--- src/rtl/program_loader.sv ---
// Boot loader: length-prefixed byte stream -> big-endian 16-bit words into instruction memory.
// Optional trailing 8-bit checksum byte when LOADER_CHECKSUM_EN is defined.
module program_loader #(
    parameter int ADDR_W    = 12,
    parameter int MAX_WORDS = 4096
) (
    input  logic              i_clk,
    input  logic              i_rst_n,
    input  logic [7:0]        i_rx_data,
    input  logic              i_rx_valid,
    output logic              o_rx_ready,
    output logic [ADDR_W-1:0] o_imem_addr,
    output logic [15:0]       o_imem_din,
    output logic              o_imem_we,
    output logic              o_cpu_reset,
    output logic              o_done,
    output logic              o_error,
    output logic [ADDR_W:0]   o_word_count
);

    typedef enum logic [3:0] {
        S_IDLE,
        S_LEN_HI,
        S_LEN_LO,
        S_DATA_HI,
        S_DATA_LO,
        S_WRITE,
`ifdef LOADER_CHECKSUM_EN
        S_CHECK,
`endif
        S_DONE,
        S_ERR
    } state_t;

    localparam logic [15:0] MAX_N = 16'(MAX_WORDS);

    // State entered once the last word (or an empty image) has been handled.
`ifdef LOADER_CHECKSUM_EN
    localparam state_t S_TAIL = S_CHECK;
`else
    localparam state_t S_TAIL = S_DONE;
`endif

    state_t            r_state;
    state_t            w_state_next;
    logic [15:0]       r_len;
    logic [15:0]       r_din;
    logic              r_imem_we;
    logic              r_cpu_reset;
    logic              r_done;
    logic              r_error;
    logic [ADDR_W:0]   r_word_count;

    logic              w_rx_ready;
    logic              w_accept;
    logic [15:0]       w_len_full;
    logic [ADDR_W:0]   w_count_inc;
    logic              w_last_word;

    assign w_len_full  = {r_len[15:8], i_rx_data};
    assign w_count_inc = r_word_count + {{ADDR_W{1'b0}}, 1'b1};
    assign w_last_word = (16'(w_count_inc) == r_len);

`ifdef LOADER_CHECKSUM_EN
    logic [7:0] r_sum;
    logic [7:0] w_sum_next;

    assign w_sum_next = r_sum + i_rx_data;

    always_ff @(posedge i_clk or negedge i_rst_n) begin
        if (!i_rst_n) begin
            r_sum <= 8'h00;
        end else if (w_accept) begin
            r_sum <= w_sum_next;
        end
    end
`endif

    // Ready depends on the registered state only, never on i_rx_valid.
    always_comb begin
        w_rx_ready = 1'b0;
        case (r_state)
            S_LEN_HI, S_LEN_LO, S_DATA_HI, S_DATA_LO: w_rx_ready = 1'b1;
`ifdef LOADER_CHECKSUM_EN
            S_CHECK:                                  w_rx_ready = 1'b1;
`endif
            default:                                  w_rx_ready = 1'b0;
        endcase
    end

    assign w_accept = i_rx_valid & w_rx_ready;

    always_comb begin
        w_state_next = r_state;
        case (r_state)
            S_IDLE:    w_state_next = S_LEN_HI;
            S_LEN_HI:  if (w_accept) w_state_next = S_LEN_LO;
            S_LEN_LO: begin
                if (w_accept) begin
                    if (w_len_full > MAX_N) begin
                        w_state_next = S_ERR;
                    end else if (w_len_full == 16'd0) begin
                        w_state_next = S_TAIL;
                    end else begin
                        w_state_next = S_DATA_HI;
                    end
                end
            end
            S_DATA_HI: if (w_accept) w_state_next = S_DATA_LO;
            S_DATA_LO: if (w_accept) w_state_next = S_WRITE;
            S_WRITE:   w_state_next = w_last_word ? S_TAIL : S_DATA_HI;
`ifdef LOADER_CHECKSUM_EN
            S_CHECK: begin
                if (w_accept) begin
                    w_state_next = (w_sum_next == 8'h00) ? S_DONE : S_ERR;
                end
            end
`endif
            S_DONE:    w_state_next = S_DONE;
            S_ERR:     w_state_next = S_ERR;
            default:   w_state_next = S_IDLE;
        endcase
    end

    always_ff @(posedge i_clk or negedge i_rst_n) begin
        if (!i_rst_n) begin
            r_state <= S_IDLE;
        end else begin
            r_state <= w_state_next;
        end
    end

    // Status flags are registered from the next state so they change on the
    // same edge that enters DONE/ERR/WRITE.
    always_ff @(posedge i_clk or negedge i_rst_n) begin
        if (!i_rst_n) begin
            r_len        <= 16'h0000;
            r_din        <= 16'h0000;
            r_imem_we    <= 1'b0;
            r_cpu_reset  <= 1'b1;
            r_done       <= 1'b0;
            r_error      <= 1'b0;
            r_word_count <= '0;
        end else begin
            if (w_accept && (r_state == S_LEN_HI)) begin
                r_len[15:8] <= i_rx_data;
            end
            if (w_accept && (r_state == S_LEN_LO)) begin
                r_len[7:0] <= i_rx_data;
            end
            if (w_accept && (r_state == S_DATA_HI)) begin
                r_din[15:8] <= i_rx_data;
            end
            if (w_accept && (r_state == S_DATA_LO)) begin
                r_din[7:0] <= i_rx_data;
            end
            if (r_state == S_WRITE) begin
                r_word_count <= w_count_inc;
            end
            r_imem_we   <= (w_state_next == S_WRITE);
            r_done      <= (w_state_next == S_DONE);
            r_error     <= (w_state_next == S_ERR);
            r_cpu_reset <= (w_state_next != S_DONE);
        end
    end

    assign o_rx_ready   = w_rx_ready;
    assign o_imem_addr  = r_word_count[ADDR_W-1:0];
    assign o_imem_din   = r_din;
    assign o_imem_we    = r_imem_we;
    assign o_cpu_reset  = r_cpu_reset;
    assign o_done       = r_done;
    assign o_error      = r_error;
    assign o_word_count = r_word_count;

endmodule

--- config.mk ---
export PLATFORM = sky130hd
export DESIGN_NAME = program_loader
export DESIGN_NICKNAME = d
export VERILOG_FILES = /design/src/rtl/program_loader.sv
export SDC_FILE = /design/constraint.sdc
export NUM_CORES = 1
export LEC_CHECK = 0
export BUFFER_PORTS_ARGS = -buffer_cell sky130_fd_sc_hd__clkbuf_2
export CORE_ASPECT_RATIO = 1.4
export CORE_UTILIZATION = 30
export DETAILED_ROUTE_END_ITERATION = 12
export SLEW_MARGIN = 25
export SYNTH_ARGS = -nofsm -noshare
export SYNTH_HDL_FRONTEND = slang
export SYNTH_SLANG_ARGS = --single-unit
--- constraint.sdc ---
create_clock -name i_clk -period 3.7 [get_ports i_clk]
set_input_delay 0.185 -clock i_clk [delete_from_list [all_inputs] [get_ports i_clk]]
set_output_delay 0.185 -clock i_clk [all_outputs]
set_load 0.01 [all_outputs]
==> impl_metrics.toml, run 1 <==
[setup_path]
critPathKind = "reg2reg"
r2r_slack_ns = 1.42
r2r_start = "o_word_count[0]$_DFFE_PN0P_"
reg2reg_depth = 7
cp_top_family = "compound AO/OA/AOI/OAI gates"
reg2reg_to = "o_error$_DFF_PN0_"
crit_cells = 7
cp-start-kind = "register"
max_stage_delay_ns = 0.49
cp.required_ns = 3.92
cp_max_fo = 8
timing.critical_path.arrival_ns = 2.50
slowest_stage = "dfrtp_1"
cp_num_buf_inv = 0
worstSetupEndpoint = "o_error$_DFF_PN0_"
critPathCaptureType = "register"
startpoint = "o_word_count[0]$_DFFE_PN0P_"
cp_cell_sequence = "ha_1 > nand3_1 > and2_1 > o32ai_1 > o2111ai_1 > o41ai_2 > and3b_1"

[routing]
postRouteAntennaNets = 0
drtIter0Drc = 60
vias_per_cell = 4.91
first_pass_iters = 4
drc_errors = 0
wl_per_cell_microns = 15.1
num_vias = 1843
wl_microns = 5660

[cts]
cts_made_buffers = 5
clock-sinks = 53
clk_latency_ns = 0.29
cts_setup_buffers = 0
clk_pin_slew_ns = 0.07
cts_buffer_depth = 2
cts_max_level = 2
ctsRootBufferMaster = "clkbuf_16"
tritoncts = "done"

[floorplan]
initial_core_util_pct = 31.0
rows = 40
die_w_microns = 81.5
design.core.area_sq_um = 8560
die_h_microns = 113
ios = 57
dieArea_sq_um = 9220

[layout]
final_util_pct = 36.2
drive_gt1_share_pct = 37.8
nNetsFinal = 282
syn2layout_area_growth_pct = 16.7
diodes = 0
fin_cells = 375

[placement]
dp_slack_ns = 1.39
dpl.cell_count = 367
gp_congestion = 0.764
portBuffers = 56
dp_hpwl_microns = 4250

[yosys]
syn_avg_cell_area_sq_um = 11.8
yosys_register_bits = 53
synthCells = 224
synthArstFlopShare_pct = 100
yosysWarningCount = 0
yosys.area.top_type_share_pct = 49.1
yosys.area_share.simple_pct = 13.5
synth_top_area_cell = "dfrtp_1"
synth_common_cells = "dfrtp_1 (52), mux2_2 (33), xnor2_1 (14)"
synth.most_common_cell = "dfrtp_1"
synth-main-ff-cell = "dfrtp_1"
synth-compound-area-share_pct = 5.90
synth_edf_count = 0
yosysSeqAreaShare_pct = 50.1
synth_top_family_by_area = "multiplexers"
syn-cell-area_sq_um = 2650
syn_nets = 236
synth_xor_area_share_pct = 9.77
synth.area.top_cells = "dfrtp_1 (49%), mux2_2 (14%), xnor2_1 (4.6%)"
synth_fa_ha_area_share_pct = 0.472
ys_types = 47
synthMuxAreaShare_pct = 14.4

[sta]
setup_ws_ns = 1.42
fin_skew_ns = 0.00530
holdWs_ns = 0.205
rsz0062_at_grt = "false"
finalHoldViolations = 0
fmax_mhz = 439
worst_pin_slew_ns = 0.524
fin_crit_ns = 2.28
slew_viol_final = 0
fin_setup_tns_ns = 0
setup_viol = 0
post-route-period-util_pct = 61.5
relSlewSlack_pct = 65.0

[pwr]
peakVddDrop_mv = 0.310
p_leak_nw = 1.47
p_per_area_nw_per_um2 = 558

[hold_path]
holdCritPathClass = "in2reg"

[global_route]
grt_pass1_vias = 1790
track_usage_pct = 13.5
grt_antenna_before_repair = 0
grt_max_degree = 39
globalRouteOverflowTotal = 0
grt_pass1_wl_microns = 9220

[run]
drv_cap = 0

[run_status]
run_status = "complete, no violations"
-- per-layer routing --
| metal | GRT usage, % | vias up | part of all wire, % |
|---|---|---|---|
| met3 | 2.82 | 4 | 3.3 |
| met2 | 23.1 | 40 | 52 |
| met5 | 0 | - | 0 |
| met1 | 16.3 | 912 | 44 |
| met4 | 5.24 | 0 | 1.3 |
| li1 | - | 887 | - |
-- cells in the final DEF, fill, tap and decap left out, types with 2 or more instances in the layout --
cell type  instances
o21ai_0            3
a21oi_1            3
nor3_1             4
and2_1             3
nor2_1             9
and3_1             3
clkbuf_2          56
clkbuf_16          5
mux2_2            33
nand2_1            8
nand4_1            5
nor4_1             7
xnor2_1           14
a311oi_1           3
inv_1              5
nand3_1           11
nor2b_1            2
o31ai_1            2
dfrtp_1           52
xor2_1            13
-- registers in the layout (all words and copies together) (netlist names) --
name,count
o_imem_we,1
o_word_count,13
r_len,16
o_done,1
o_error,1
o_cpu_reset,1
r_state,4
o_imem_din,16
-- stage by stage --
stage	area (sq um)	total power, mW
6_report	3090	1.73
3_5_place_dp	2940	1.28
4_1_cts	3090	1.75
2_1_floorplan	2650	1.12
3_3_place_gp	2940	1.26
5_1_grt	3090	1.83
-- worst min-delay path by stage --
stage	to	depth (start not counted)	start
3_5_place_dp	o_word_count[11]$_DFFE_PN0P_	1	i_rst_n
5_1_grt	r_len[2]$_DFFE_PN0P_	2	i_rx_data[2]
2_1_floorplan	o_done$_DFF_PN0_	0	i_rst_n
4_1_cts	r_len[2]$_DFFE_PN0P_	2	i_rx_data[2]
6_report	o_imem_din[15]$_DFFE_PN0P_	2	i_rx_data[7]
3_3_place_gp	o_word_count[11]$_DFFE_PN0P_	1	i_rst_n
-- worst reg2reg max path, stage by stage, from the launching register on --
cell and delay, ns:
dfrtp_1 0.49, ha_1 0.28, nand3_1 0.20, and2_1 0.23, o32ai_1 0.27, o2111ai_1 0.18, o41ai_2 0.34, and3b_1 0.22
-- where the power goes --
group          internal, mW  total [mW]  switching (mW)  leakage (nW)
clock                 0.266       0.464           0.199        0.0690
sequential            0.709       0.821           0.112         0.688
combinational         0.234       0.441           0.207         0.714
-- timing repair --
action | in CTS | in global routing
hold buffers | 1 | 0
endpoints found under the hold margin | 14 | 0
resized for setup | 0 | 0
-- cells by family after synthesis --
kind of cell,count (synthesis)
simple gates,63
flops,53
mux,34
xor+xnor,28
buf+inv,24
compound gates,20
fa+ha+maj,1
other cells,1
-- layout make-up --
cell class	count	area, sq um
timing repair buffer	58	298
tap	105	131
multi-input combinational	147	1170
clock buffer	6	139
clock inverter	1	7.51
fill	852	5460
sequential	53	1330
inverter	5	18.8
(Power assumes the default switching activity.)
==> inputs of run 2 (changes only) <==
--- a/config.mk
+++ b/config.mk
@@ -5,6 +5,7 @@
 export SDC_FILE = /design/constraint.sdc
 export NUM_CORES = 1
 export LEC_CHECK = 0
+export ABC_AREA = 1
 export BUFFER_PORTS_ARGS = -buffer_cell sky130_fd_sc_hd__clkbuf_2
 export CORE_ASPECT_RATIO = 1.4
 export CORE_UTILIZATION = 30
==> constraint.sdc (replaced) <==
create_clock -name i_clk -period 2.1 [get_ports i_clk]
set_input_delay 0.105 -clock i_clk [delete_from_list [all_inputs] [get_ports i_clk]]
set_output_delay 0.105 -clock i_clk [all_outputs]
set_load 0.01 [all_outputs]
==> run 2 against run 1 <==
  * Die area rose by 2.1%
  * Hold slack got worse by 0.16 ns
  * Cell area rose by 5.5%
  * First-iteration DRC count rose by 85%
  * Clock power rose by 81%
  * Clock skew rose by 0.0012 ns
  * Non-clock buffer count rose by 6
  * Register-to-register slack got worse by 1.2 ns
  * Largest cell class unchanged
==> impl_metrics.toml, run 2 <==
[run_status]
run_status = "complete, no violations"

[global_route]
grt_pass1_wl_microns = 10400
grt_antenna_before_repair = 0
grt_pass1_vias = 2211
track_usage_pct = 14.5
grt_max_degree = 32
globalRouteOverflowTotal = 0

[pwr]
p_per_area_nw_per_um2 = 886
p_int_mw = 1.97
peakVddDrop_mv = 0.403
switchingPower_mw = 0.927
finalPower_mw = 2.89
p_leak_nw = 1.65
swShare_pct = 32.1
pwr-share-clk_pct = 29.1
p_seq_share_pct = 47.6
pwr-share-comb_pct = 23.3

[floorplan]
die_w_microns = 82.3
design.core.area_sq_um = 8660
die_h_microns = 114
rows = 40
dieArea_sq_um = 9410
ios = 57
initial_core_util_pct = 31.3

[yosys]
synth_common_cells = "nand2_1 (122), dfrtp_1 (52), o21ai_0 (46)"
synth_edf_count = 0
synthCells = 353
syn_nets = 365
synthArstFlopShare_pct = 100
yosys_register_bits = 53
synth_top_area_cell = "dfrtp_1"
synth.area.top_cells = "dfrtp_1 (48%), nand2_1 (17%), o21ai_0 (8.5%)"
ys_types = 29
synth.most_common_cell = "nand2_1"
yosys.area.top_type_share_pct = 48.1
syn-cell-area_sq_um = 2710
synth-main-ff-cell = "dfrtp_1"
syn_avg_cell_area_sq_um = 7.67
yosysSeqAreaShare_pct = 49.0
yosysWarningCount = 0

[run]
drv_cap = 0

[placement]
portBuffers = 56
dpl.cell_count = 502
dp_hpwl_microns = 4640
placed_area_sq_um = 3060
gp_congestion = 0.874

[hold_path]
holdCritPathClass = "in2reg"

[cts]
clock-sinks = 53
clk_latency_ns = 0.29
cts_buffer_depth = 2
ctsRootBufferMaster = "clkbuf_16"
clk_pin_slew_ns = 0.08
cts_max_level = 2
tritoncts = "done"
cts_made_buffers = 5

[setup_path]
cp_cell_sequence = "ha_4 > or2_2 > nand3b_1 > nand2_1 > nor2_1 > nand2_1 > nor2_1 > nand2_1 > nor2_1 > nand2_1 > nand2_2 > nand2_1 > nand2_1 > nor2_1"
crit_path_frequent_cell = "nand2_1"
cp_max_fo = 4
slowest_stage = "dfrtp_1"
timing.critical_path.arrival_ns = 2.05
max_stage_delay_ns = 0.43
cp.required_ns = 2.28
critPathCaptureType = "register"
cp-start-kind = "register"
critPathKind = "reg2reg"

[sta]
fin_skew_ns = 0.00646
fin_setup_tns_ns = 0
setup_viol = 0
slew_viol_final = 0
finalHoldViolations = 0
fmax_mhz = 536
rsz0062_at_grt = "false"
post-route-period-util_pct = 88.8
relSlewSlack_pct = 59.5
fin_crit_ns = 1.87
worst_pin_slew_ns = 0.607

[layout]
syn2layout_area_growth_pct = 20.6
final_common_cell = "nand2_1"
diodes = 0
stdcell_area_sq_um = 3270
final_cell_mix = "nand2_1 (122), clkbuf_2 (56), dfrtp_1 (52)"
fin_cells = 512
drive_gt1_share_pct = 21.6
nNetsFinal = 418

[routing]
wl_microns = 6210
drc_errors = 0
vias_per_cell = 4.59
postRouteAntennaNets = 0
drtIter0Drc = 111
first_pass_iters = 4
wl_per_cell_microns = 12.1
num_vias = 2350
==> run 2: final timing paths <==
| path | start | to | slack (ns) | cells after the start |
|---|---|---|---|---|
| hold / removal | i_rx_data[0] | r_len[0]$_DFFE_PN0P_ | 0.04 | 3 |
| setup reg to reg | o_word_count[1]$_DFFE_PN0P_ | o_error$_DFF_PN0_ | 0.23 | 14 |
| max in group asynchronous | i_rst_n | o_word_count[1]$_DFFE_PN0P_ | 1.16 | 3 |
| hold reg to reg | o_imem_din[2]$_DFFE_PN0P_ | o_imem_din[2]$_DFFE_PN0P_ | 0.49 | 2 |
| setup / recovery | o_word_count[1]$_DFFE_PN0P_ | o_error$_DFF_PN0_ | 0.23 | 14 |
| min in group asynchronous | i_rst_n | r_state[2]$_DFF_PN0_ | 0.36 | 2 |
==> run 2: through the flow <==
step	utilization (%)	setup slack (ns)	hold slack, ns
after floorplan	-	0.265	-0.191
after global placement	35.4	0.215	0.148
after detailed placement	35.4	0.184	0.149
after CTS	37.2	0.177	0.0417
after global routing	37.7	0.00267	0.0571
final	37.7	0.235	0.0402
==> run 2: worst max-delay path, delay by kind of cell, from the launching register on <==
family,cells,cell delay (ns)
and+or+nand+nor,13,1.13
DFF,1,0.43
adders and majority gates,1,0.19
==> run 2: layer usage <==
| layer | wire, microns | part of all wire (%) | GRT usage [%] |
|---|---|---|---|
| met1 | 2790 | 45 | 18.3 |
| met2 | 3030 | 49 | 24.2 |
| met3 | 263 | 4.2 | 2.63 |
| met4 | 123 | 2.0 | 5.50 |
| met5 | 0 | 0 | 0 |
==> run 2: layout make-up <==
| type | instances | area [sq um] |
|---|---|---|
| clock inverter | 3 | 25.0 |
| fill | 910 | 5390 |
| sequential | 53 | 1330 |
| clock buffer | 5 | 125 |
| inverter | 42 | 158 |
| tap | 105 | 131 |
| timing repair buffer | 64 | 355 |
| multi-input combinational | 240 | 1140 |
==> run 2: timing repair <==
item / 4_1_cts / 5_1_grt
endpoints found under the hold margin: 21 / 0
endpoints found under the setup margin: 0 / 5
resized for setup: 0 / 7
setup buffers: 0 / 1
hold buffers: 1 / 0
==> run 2: kinds of logic after synthesis <==
| group | Yosys count | synth area share, % |
|---|---|---|
| and+or+nand+nor | 183 | 28.8 |
| other | 1 | 0.138 |
| AOI/OAI and AO/OA | 52 | 9.98 |
| buffers and inverters | 60 | 10.0 |
| DFF | 53 | 49.0 |
| xor gates and xnor gates | 3 | 1.52 |
| adders and majority gates | 1 | 0.462 |
==> run 2: power groups by stage <==
stage	clock [mW]	combinational, mW	sequential [mW]
final	0.842	0.675	1.38
after global routing	0.901	0.790	1.41
after CTS	0.861	0.678	1.37
after detailed placement	0	0.675	1.39
after global placement	0	0.665	1.38
after floorplan	0	0.440	1.38
